**src/rtl/meas_frame_packer.sv**
```systemverilog
// meas_frame_packer
//   Packs a snapshot of NUM_CH measurement words into a byte-serial frame:
//   HDR0, HDR1, SEQ, payload (ch0 first, each word MSB byte first), CHK.
//   CHK is the mod-256 sum of SEQ and the payload bytes.
//   Byte output uses a valid/ready handshake.
//
// Ports
//   sys_clk    : clock, rising edge
//   rst_n      : synchronous active-low reset
//   ch_data    : concatenated channel words, ch0 in the MSBs
//   frame_req  : frame start request, sampled only while idle
//   auto_mode  : restart frames back-to-back without a request
//   byte_ready : downstream accepts byte_data
//   byte_data  : current frame byte (8'h00 while idle)
//   byte_valid : byte_data is valid
//   frame_busy : a frame is in progress
//   frame_done : one-cycle pulse after the checksum byte transfers
//   seq_cnt    : sequence number of the next frame to be sent
module meas_frame_packer #(
    parameter int unsigned NUM_CH     = 5,
    parameter int unsigned WORD_BYTES = 4,
    parameter logic [7:0]  HDR0       = 8'h55,
    parameter logic [7:0]  HDR1       = 8'hAA
) (
    input  logic                           sys_clk,
    input  logic                           rst_n,
    input  logic [NUM_CH*WORD_BYTES*8-1:0] ch_data,
    input  logic                           frame_req,
    input  logic                           auto_mode,
    input  logic                           byte_ready,
    output logic [7:0]                     byte_data,
    output logic                           byte_valid,
    output logic                           frame_busy,
    output logic                           frame_done,
    output logic [7:0]                     seq_cnt
);

    localparam int unsigned PAY_BYTES = NUM_CH * WORD_BYTES;
    localparam int unsigned IDX_W     = 7;
    // Frame byte index: 0=HDR0, 1=HDR1, 2=SEQ, 3..PAY_BYTES+2 = payload.
    localparam logic [IDX_W-1:0] LAST_IDX = IDX_W'(PAY_BYTES + 2);

    typedef enum logic [1:0] {
        IDLE,
        SEND,
        CSUM
    } state_t;

    state_t                    state;
    logic [PAY_BYTES*8-1:0]    shadow;
    logic [7:0]                seq_frame;
    logic [IDX_W-1:0]          idx;
    logic [7:0]                chk_acc;

    logic [IDX_W-1:0]          idx_inc;
    logic [7:0]                next_byte;
    logic [7:0]                chk_next;

    // byte_data always holds the byte at idx, so the sum is taken from the
    // output register as each byte leaves; headers (idx 0/1) are skipped.
    always_comb begin
        idx_inc   = idx + IDX_W'(1);
        chk_next  = (idx >= IDX_W'(2)) ? chk_acc + byte_data : chk_acc;
        next_byte = '0;
        if (idx_inc == IDX_W'(1)) begin
            next_byte = HDR1;
        end else if (idx_inc == IDX_W'(2)) begin
            next_byte = seq_frame;
        end else begin
            for (int unsigned i = 0; i < PAY_BYTES; i++) begin
                if (idx_inc == IDX_W'(i + 3)) begin
                    next_byte = shadow[(PAY_BYTES-1-i)*8 +: 8];
                end
            end
        end
    end

    always_ff @(posedge sys_clk) begin
        if (!rst_n) begin
            state      <= IDLE;
            shadow     <= '0;
            seq_frame  <= '0;
            idx        <= '0;
            chk_acc    <= '0;
            byte_data  <= '0;
            byte_valid <= 1'b0;
            frame_busy <= 1'b0;
            frame_done <= 1'b0;
            seq_cnt    <= '0;
        end else begin
            frame_done <= 1'b0;
            case (state)
                IDLE: begin
                    if (frame_req || auto_mode) begin
                        state      <= SEND;
                        shadow     <= ch_data;
                        seq_frame  <= seq_cnt;
                        idx        <= '0;
                        chk_acc    <= '0;
                        byte_data  <= HDR0;
                        byte_valid <= 1'b1;
                        frame_busy <= 1'b1;
                    end
                end
                SEND: begin
                    // byte_valid is always 1 here, so ready alone is a transfer.
                    if (byte_ready) begin
                        chk_acc <= chk_next;
                        if (idx == LAST_IDX) begin
                            state     <= CSUM;
                            byte_data <= chk_next;
                        end else begin
                            idx       <= idx_inc;
                            byte_data <= next_byte;
                        end
                    end
                end
                CSUM: begin
                    if (byte_ready) begin
                        state      <= IDLE;
                        byte_data  <= '0;
                        byte_valid <= 1'b0;
                        frame_busy <= 1'b0;
                        frame_done <= 1'b1;
                        seq_cnt    <= seq_cnt + 8'd1;
                    end
                end
                default: state <= IDLE;
            endcase
        end
    end

endmodule

```
**config.mk**
```make
export PLATFORM = sky130hd
export DESIGN_NAME = meas_frame_packer
export DESIGN_NICKNAME = d
export VERILOG_FILES = /design/src/rtl/meas_frame_packer.sv
export SDC_FILE = /design/constraint.sdc
export NUM_CORES = 1
export LEC_CHECK = 0
export ABC_AREA = 0
export CAP_MARGIN = 0
export CORE_MARGIN = 5
export CORE_UTILIZATION = 45
export CTS_BUF_LIST = sky130_fd_sc_hd__clkbuf_16
export DETAILED_ROUTE_END_ITERATION = 7
export PLACE_DENSITY = 0.75
export SYNTH_ARGS = -nofsm -noshare
export SYNTH_HDL_FRONTEND = slang
export SYNTH_SLANG_ARGS = --single-unit
```
**constraint.sdc**
```tcl
create_clock -name sys_clk -period 3.35 [get_ports sys_clk]
set_input_delay 1.005 -clock sys_clk [delete_from_list [all_inputs] [get_ports sys_clk]]
set_output_delay 1.005 -clock sys_clk [all_outputs]
set_load 0.01 [all_outputs]
```
* Word level (Yosys, flattened, before mapping)
Index checks and enable logic that the tools add are counted.
** Operators by class
- Magnitude comparators :: 1
- Muxes and demuxes :: 44
- Multipliers :: 0
- Shift-type cells :: 0
- Equal/unequal tests :: 30
- Reductions and logical operators :: 13
- Add/sub/neg operators :: 3
- Div/mod/pow operators :: 0
- Bitwise logic cells :: 0
** Operators by type and width (count)
- 8-bit two-way mux :: 29
- 7-bit by 4-bit equality test with 1-bit output (second input constant) :: 8
- 7-bit by 5-bit equality test with 1-bit output (second input constant) :: 8
- 7-bit by 3-bit equality test with 1-bit output (second input constant) :: 4
- 8-bit one-hot mux with 3 select lines :: 1
- 7-bit two-way mux :: 3
- 8-bit one-hot mux with 2 select lines :: 1
- 7-bit by 2-bit equality test with 1-bit output (second input constant) :: 2
- 7-bit one-hot mux with 2 select lines :: 1
- 4-bit AND reduction :: 3
- 2-bit != test (second input constant) :: 5
- 8-bit by 1-bit adder with 8-bit output (second input constant) :: 1
- 8-bit adder :: 1
- 2-bit two-way mux :: 4
- 7-bit by 1-bit adder with 7-bit output (second input constant) :: 1
- 7-bit by 1-bit equality test with 1-bit output (second input constant) :: 1
- 7-bit by 2-bit greater-or-equal comparator with 1-bit output (second input constant) :: 1
- 2-bit one-hot mux with 3 select lines :: 1
- 2-bit AND reduction :: 3
- 3-bit AND reduction :: 2
- 2-bit nonzero test :: 2
- 1-bit two-way mux :: 3
- 3-bit nonzero test :: 1
- 2-bit by 1-bit equality test with 1-bit output (second input constant) :: 1
- 4 further kinds :: 4
** Word-level totals
- Memory bits (writable) :: 0
- Word-level logic and storage cells :: 100
- Memories kept :: 0
- Bits in latches :: 0
- Memory bits (read-only) :: 0
- Flip-flop bits (word level) :: 203
- Bits of input ports :: 165

* Depth between registers and ports, before layout
- Depth after elaboration :: 27
- Gate-level depth with buffers :: 13
- Depth with buffers taken out :: 10

* Worst setup path before layout
Ideal clock, no wire load.
- Path type :: flip-flop to flip-flop
- Start point :: register idx[1]
- End point :: register byte_data[0]
- Library setup time :: 128 ps
- Buffers on the path :: 3
- Clock period less this slack :: 2749 ps
- Arrival :: 2621 ps
- Slack :: 601 ps
- Stages on the path, launching flop included :: 13
- Cell sequence :: dfxtp_1 buf_2 inv_1 ha_1 clkbuf_1 or2_2 clkbuf_1 o21ai_0 or4b_1 a32oi_1 nor2_1 o31ai_1 a21oi_1
** On the way
- Longest elaborated chain between the ends :: 27
** RTL lines
- start, declared :: line 52 : logic [IDX_W-1:0] idx;
- start signal, assigned :: line 113 : idx <= idx_inc;
- 7-bit by 1-bit adder with 7-bit output :: line 62 : idx_inc = idx + IDX_W'(1);
- 7-bit by 2-bit equality test with 1-bit output :: line 71 : if (idx_inc == IDX_W'(i + 3)) begin
- 8-bit two-way mux (20 in series) :: line 71
- 8-bit two-way mux :: line 67 : end else if (idx_inc == IDX_W'(2)) begin
- 8-bit two-way mux :: line 65 : if (idx_inc == IDX_W'(1)) begin
- 8-bit two-way mux * :: line 109 : if (idx == LAST_IDX) begin
- 8-bit two-way mux * :: line 107 : if (byte_ready) begin
- 8-bit one-hot mux with 3 select lines * :: line 92 : case (state)
- end signal, assigned :: line 111 : byte_data <= chk_next;
- end signal, assigned :: line 114 : byte_data <= next_byte;
- end, declared :: line 31 : output logic [7:0] byte_data,
Mark *: on every way between the ends. The rest lies on a longest branch, timed or not. The select of a mux whose other input is x is not followed.
A chain may end at the register's enable or synchronous reset.

* Final worst setup path
- Start point :: register idx[0]
- End point :: register byte_data[3]
The elaborated chain is that of the path after synthesis.

==> reports/qor.csv <==
stage,metric,value,unit
status,status,completed,
sta,Peak Freq,316.7,MHz
critical_path,"Buf+Inv Stages, Crit Path",1,
floorplanning,Rows,56,
floorplanning,chip width,163.0,um
drt,wire per inst,18.50,um
sta,Final min period,3158,ps
critical_path,Worst Setup EP,byte_data[3]$_SDFFE_PN0P_,
drt,Final ANT Viol Nets,0,
critical_path,Worst R2R Path Depth,10,
drt,Residual DRC,0,
synth,Synth Area in Compound Gates,28.58,%
power,static leakage,5.159,nW
layout,FILL cells,2170,
drt,DRT Wirelength,35030,um
critical_path,Worst setup SP type,flop,
global_routing,global-route wire length before repair,54250,um
sta,Slew HR,50.91,%
global_routing,met1 Resource Use GR,33.94,%
sta,Final Max Tran Viols,0,
synth,synthesized area per cell,7.632,um^2
sta,final hold vios,0,
floorplanning,Starting Density,45.28,%
place,Port-buffer cells,183,
layout,final design utilization,58.78,%
critical_path,Crit path max-delay family,simple AND/OR/NAND/NOR gates,
synth,sequential share of the synthesized area,38.58,%
critical_path,Crit path depth,10,
critical_path,worst-path fanout max,7,
critical_path,crit end category,flop,
global_routing,largest net degree at the start of global routing,169,
synth,#FFs+latches synth,203,
global_routing,vias in the first global route,9999,
clock_tree,CTS root buf,clkbuf_16,
sta,Tcrit/Tclk final,94.26,%
floorplanning,Die Ht,163.0,um
clock_tree,Worst-path clk slew,60,ps
synth,"EDFF count, synth",0,
synth,multiplexer share of the synthesized area,0.2851,%
critical_path,worst path cell trace,ha_1 -> or3b_4 -> a211oi_4 -> o21ai_2 -> buf_4 -> nor3_1 -> a221oi_1 -> nor2_1 -> a2111oi_0 -> o31ai_1,
run,Max Cap Viol,0,
synth,"Async S/R FF share, synth",0,%
floorplanning,die footprint,26570,um^2
synth,Yosys cell types,80,
power,Worst VDD drop,0.0003291,V
drt,DR vias/cell,5.582,
global_routing,GR Layer Usage met2,43.17,%
clock_tree,htree depth,1,
critical_path,WP data arrival,3580,ps
clock_tree,CTS tree,done,
synth,YS warnings,0,
synth,Netlist Area Pre-Place,10530,um^2
place,detailed-placement wirelength estimate,26040,um
synth,main combinational cell family by area after synthesis,compound AO/OA/AOI/OAI gates,
critical_path,Slowest cell on crit path,nor3_1,
hold_path,Tightest Hold Check Type,flop to flop,
synth,Mapped Nets,1562,
sta,final setup violation count,0,
layout,P&R area growth vs syn,29.82,%
drt,initial DRC count,1086,
sta,measured slew at the worst slew-check pin,736.3,ps
layout,share of post-route cells with drive strength above 1,8.698,%
power,PD cells,479.5,nW/um^2
critical_path,worst r2r dst,byte_data[3]$_SDFFE_PN0P_,
critical_path,Critical Path RT,3770,ps
critical_path,R2R setup slack,190,ps
clock_tree,CTS buffer count,23,
global_routing,initial antenna violation count,0,
critical_path,CP peak stage delay,560,ps
critical_path,Crit Path Category,flop to flop,
place,GPL Wtd Cong,0.9867,
synth,Post-Synth Simple-Gate Area,24.54,%
layout,Nets,1742,
power,total power,6.556,mW
drt,DRT Pass-1 Iters,5,
global_routing,global route overflow,0,
clock_tree,clock buffer depth,3,
drt,via count,10570,
sta,Worst Skew,11.01,ps
global_routing,Total GRT Usage,25.28,%
critical_path,crit path from,idx[0]$_SDFFE_PN0P_,
floorplanning,CORE AREA,23260,um^2
layout,ant diodes,0,
critical_path,Worst R2R Start,idx[0]$_SDFFE_PN0P_,
clock_tree,CTS sink count,203,
floorplanning,num ports,184,
clock_tree,clk_lat worst skew,510,ps
synth,Synth Instances,1380,
synth,Adder-Cell Fraction of Synth Area,2.091,%
synth,"Primary FF master, synth",dfxtp_1,
global_routing,GRT met3 Usage,3.872,%
global_routing,GRT busiest layer,met2,
synth,xor and xnor fraction of the mapped netlist area,1.081,%
[registers in the layout, indices dropped and copies added (netlist names)]
name        count
shadow        160
byte_data       8
chk_acc         8
seq_cnt         8
seq_frame       8
idx             7
state           2
frame_busy      1
frame_done      1
[power by group]
| part | switching [mW] | leakage (nW) | internal (mW) |
|---|---|---|---|
| sequential | 0.171 | 1.67 | 2.66 |
| combinational | 0.810 | 3.13 | 0.600 |
| clock | 0.991 | 0.355 | 1.32 |
[stage by stage]
stage	setup TNS, ps	worst slack, ps	hold slack (ps)	instances	area (um^2)
2_1_floorplan	0	601.5	438.2	1380	10530
3_3_place_gp	-23.29	-23.29	449.7	1854	12960
3_5_place_dp	-170.8	-170.8	457.4	1854	12960
4_1_cts	0	8.932	465.1	1894	13640
5_1_grt	-5.239	-5.239	485.6	1894	13670
6_report	0	192.3	464.8	1894	13670
[kinds of logic (layout without fill, tap and decap cells)]
group | count (synthesis) | count (layout)
DFF | 203 | 203
buffers and inverters | 124 | 319
adders and majority gates | 17 | 17
AOI/OAI and AO/OA | 421 | 421
muxes | 3 | 3
xor gates and xnor gates | 13 | 13
and+or+nand+nor | 599 | 599
[area by class of cell]
type | instances | area (um^2) | share of cell area (%)
inverter | 20 | 75.07 | 0.5490
multi-input combinational | 1053 | 6016 | 44.00
clock buffer | 23 | 575.6 | 4.209
tap | 319 | 399.1 | 2.919
sequential | 203 | 4064 | 29.72
timing repair buffer | 259 | 2437 | 17.83
clock inverter | 17 | 106.4 | 0.7778
[timing repair]
action                                  4_1_cts  5_1_grt
endpoints found under the setup margin        1        2
setup buffers                                 0        0
hold buffers                                  0        0
gates resized for setup                       1        4
[cell usage after synthesis (4+ instances only)]
master / count / area (um^2)
a21o_1: 4 / 30.03
or3_1: 11 / 68.82
o31ai_1: 8 / 60.06
buf_2: 14 / 70.07
inv_1: 20 / 75.07
o21ai_0: 50 / 250.2
ha_1: 16 / 200.2
and3_1: 13 / 81.33
buf_1: 7 / 26.28
dfxtp_1: 203 / 4064
a21oi_1: 52 / 260.3
xnor2_1: 9 / 78.83
a2111oi_0: 4 / 35.03
nor2_1: 59 / 221.5
o22ai_1: 14 / 87.58
o21a_1: 10 / 75.07
o221ai_1: 4 / 35.03
a31oi_1: 7 / 43.79
nand2_1: 396 / 1486
nand4_1: 5 / 31.28
o22a_1: 4 / 35.03
xor2_1: 4 / 35.03
and2_1: 15 / 93.84
a22oi_1: 5 / 37.54
a32oi_1: 6 / 52.55
o211ai_1: 13 / 97.59
a211oi_1: 4 / 30.03
nor3_1: 23 / 115.1
a221oi_1: 12 / 105.1
nor2b_1: 6 / 37.54
nor3b_1: 4 / 30.03
a21boi_0: 180 / 1351
clkbuf_1: 78 / 292.8
nand3_1: 36 / 180.2
[tightest hold or removal path, stage by stage (launching register included)]
cell and delay (ps):
dfxtp_1 310, nand2_1 50, a21boi_0 60
[per-layer routing]
| metal | part of all wire (%) | vias up | wire [um] |
|---|---|---|---|
| met5 | 0 | - | 0 |
| met4 | 2.1 | 0 | 749 |
| met3 | 6.6 | 59 | 2311 |
| met2 | 47 | 401 | 16520 |
| met1 | 44 | 4961 | 15460 |
| li1 | - | 5151 | - |
[cell usage in the layout (no fill, tap or decap), types with 7 or more instances in the layout]
cell type and n:
buf_4 74, or3_1 11, o22ai_1 14, inv_1 24
o31ai_1 7, nand2_1 396, o21ai_0 50, ha_1 16
nand3_1 36, and2_1 15, xnor2_1 9, clkbuf_16 23
nor2_1 59, o21a_1 9, dfxtp_1 203, o211ai_1 13
a21boi_0 180, a21oi_1 52, clkdlybuf4s50_1 182, a31oi_1 7
and3_1 13, nor3_1 23, a221oi_1 12
[how the worst min path moves through the flow]
stage                                  start                        to  slack, ps  cells past startpoint
floorplan            shadow[92]$_SDFFE_PN0P_   shadow[92]$_SDFFE_PN0P_        440                      2
detailed placement   shadow[56]$_SDFFE_PN0P_   shadow[56]$_SDFFE_PN0P_        460                      2
global route         shadow[42]$_SDFFE_PN0P_   shadow[42]$_SDFFE_PN0P_        490                      2
finish              shadow[156]$_SDFFE_PN0P_  shadow[156]$_SDFFE_PN0P_        460                      2
global placement     shadow[40]$_SDFFE_PN0P_   shadow[40]$_SDFFE_PN0P_        450                      2
CTS                  shadow[56]$_SDFFE_PN0P_   shadow[56]$_SDFFE_PN0P_        470                      2
Power figures use the tool's default switching activity.
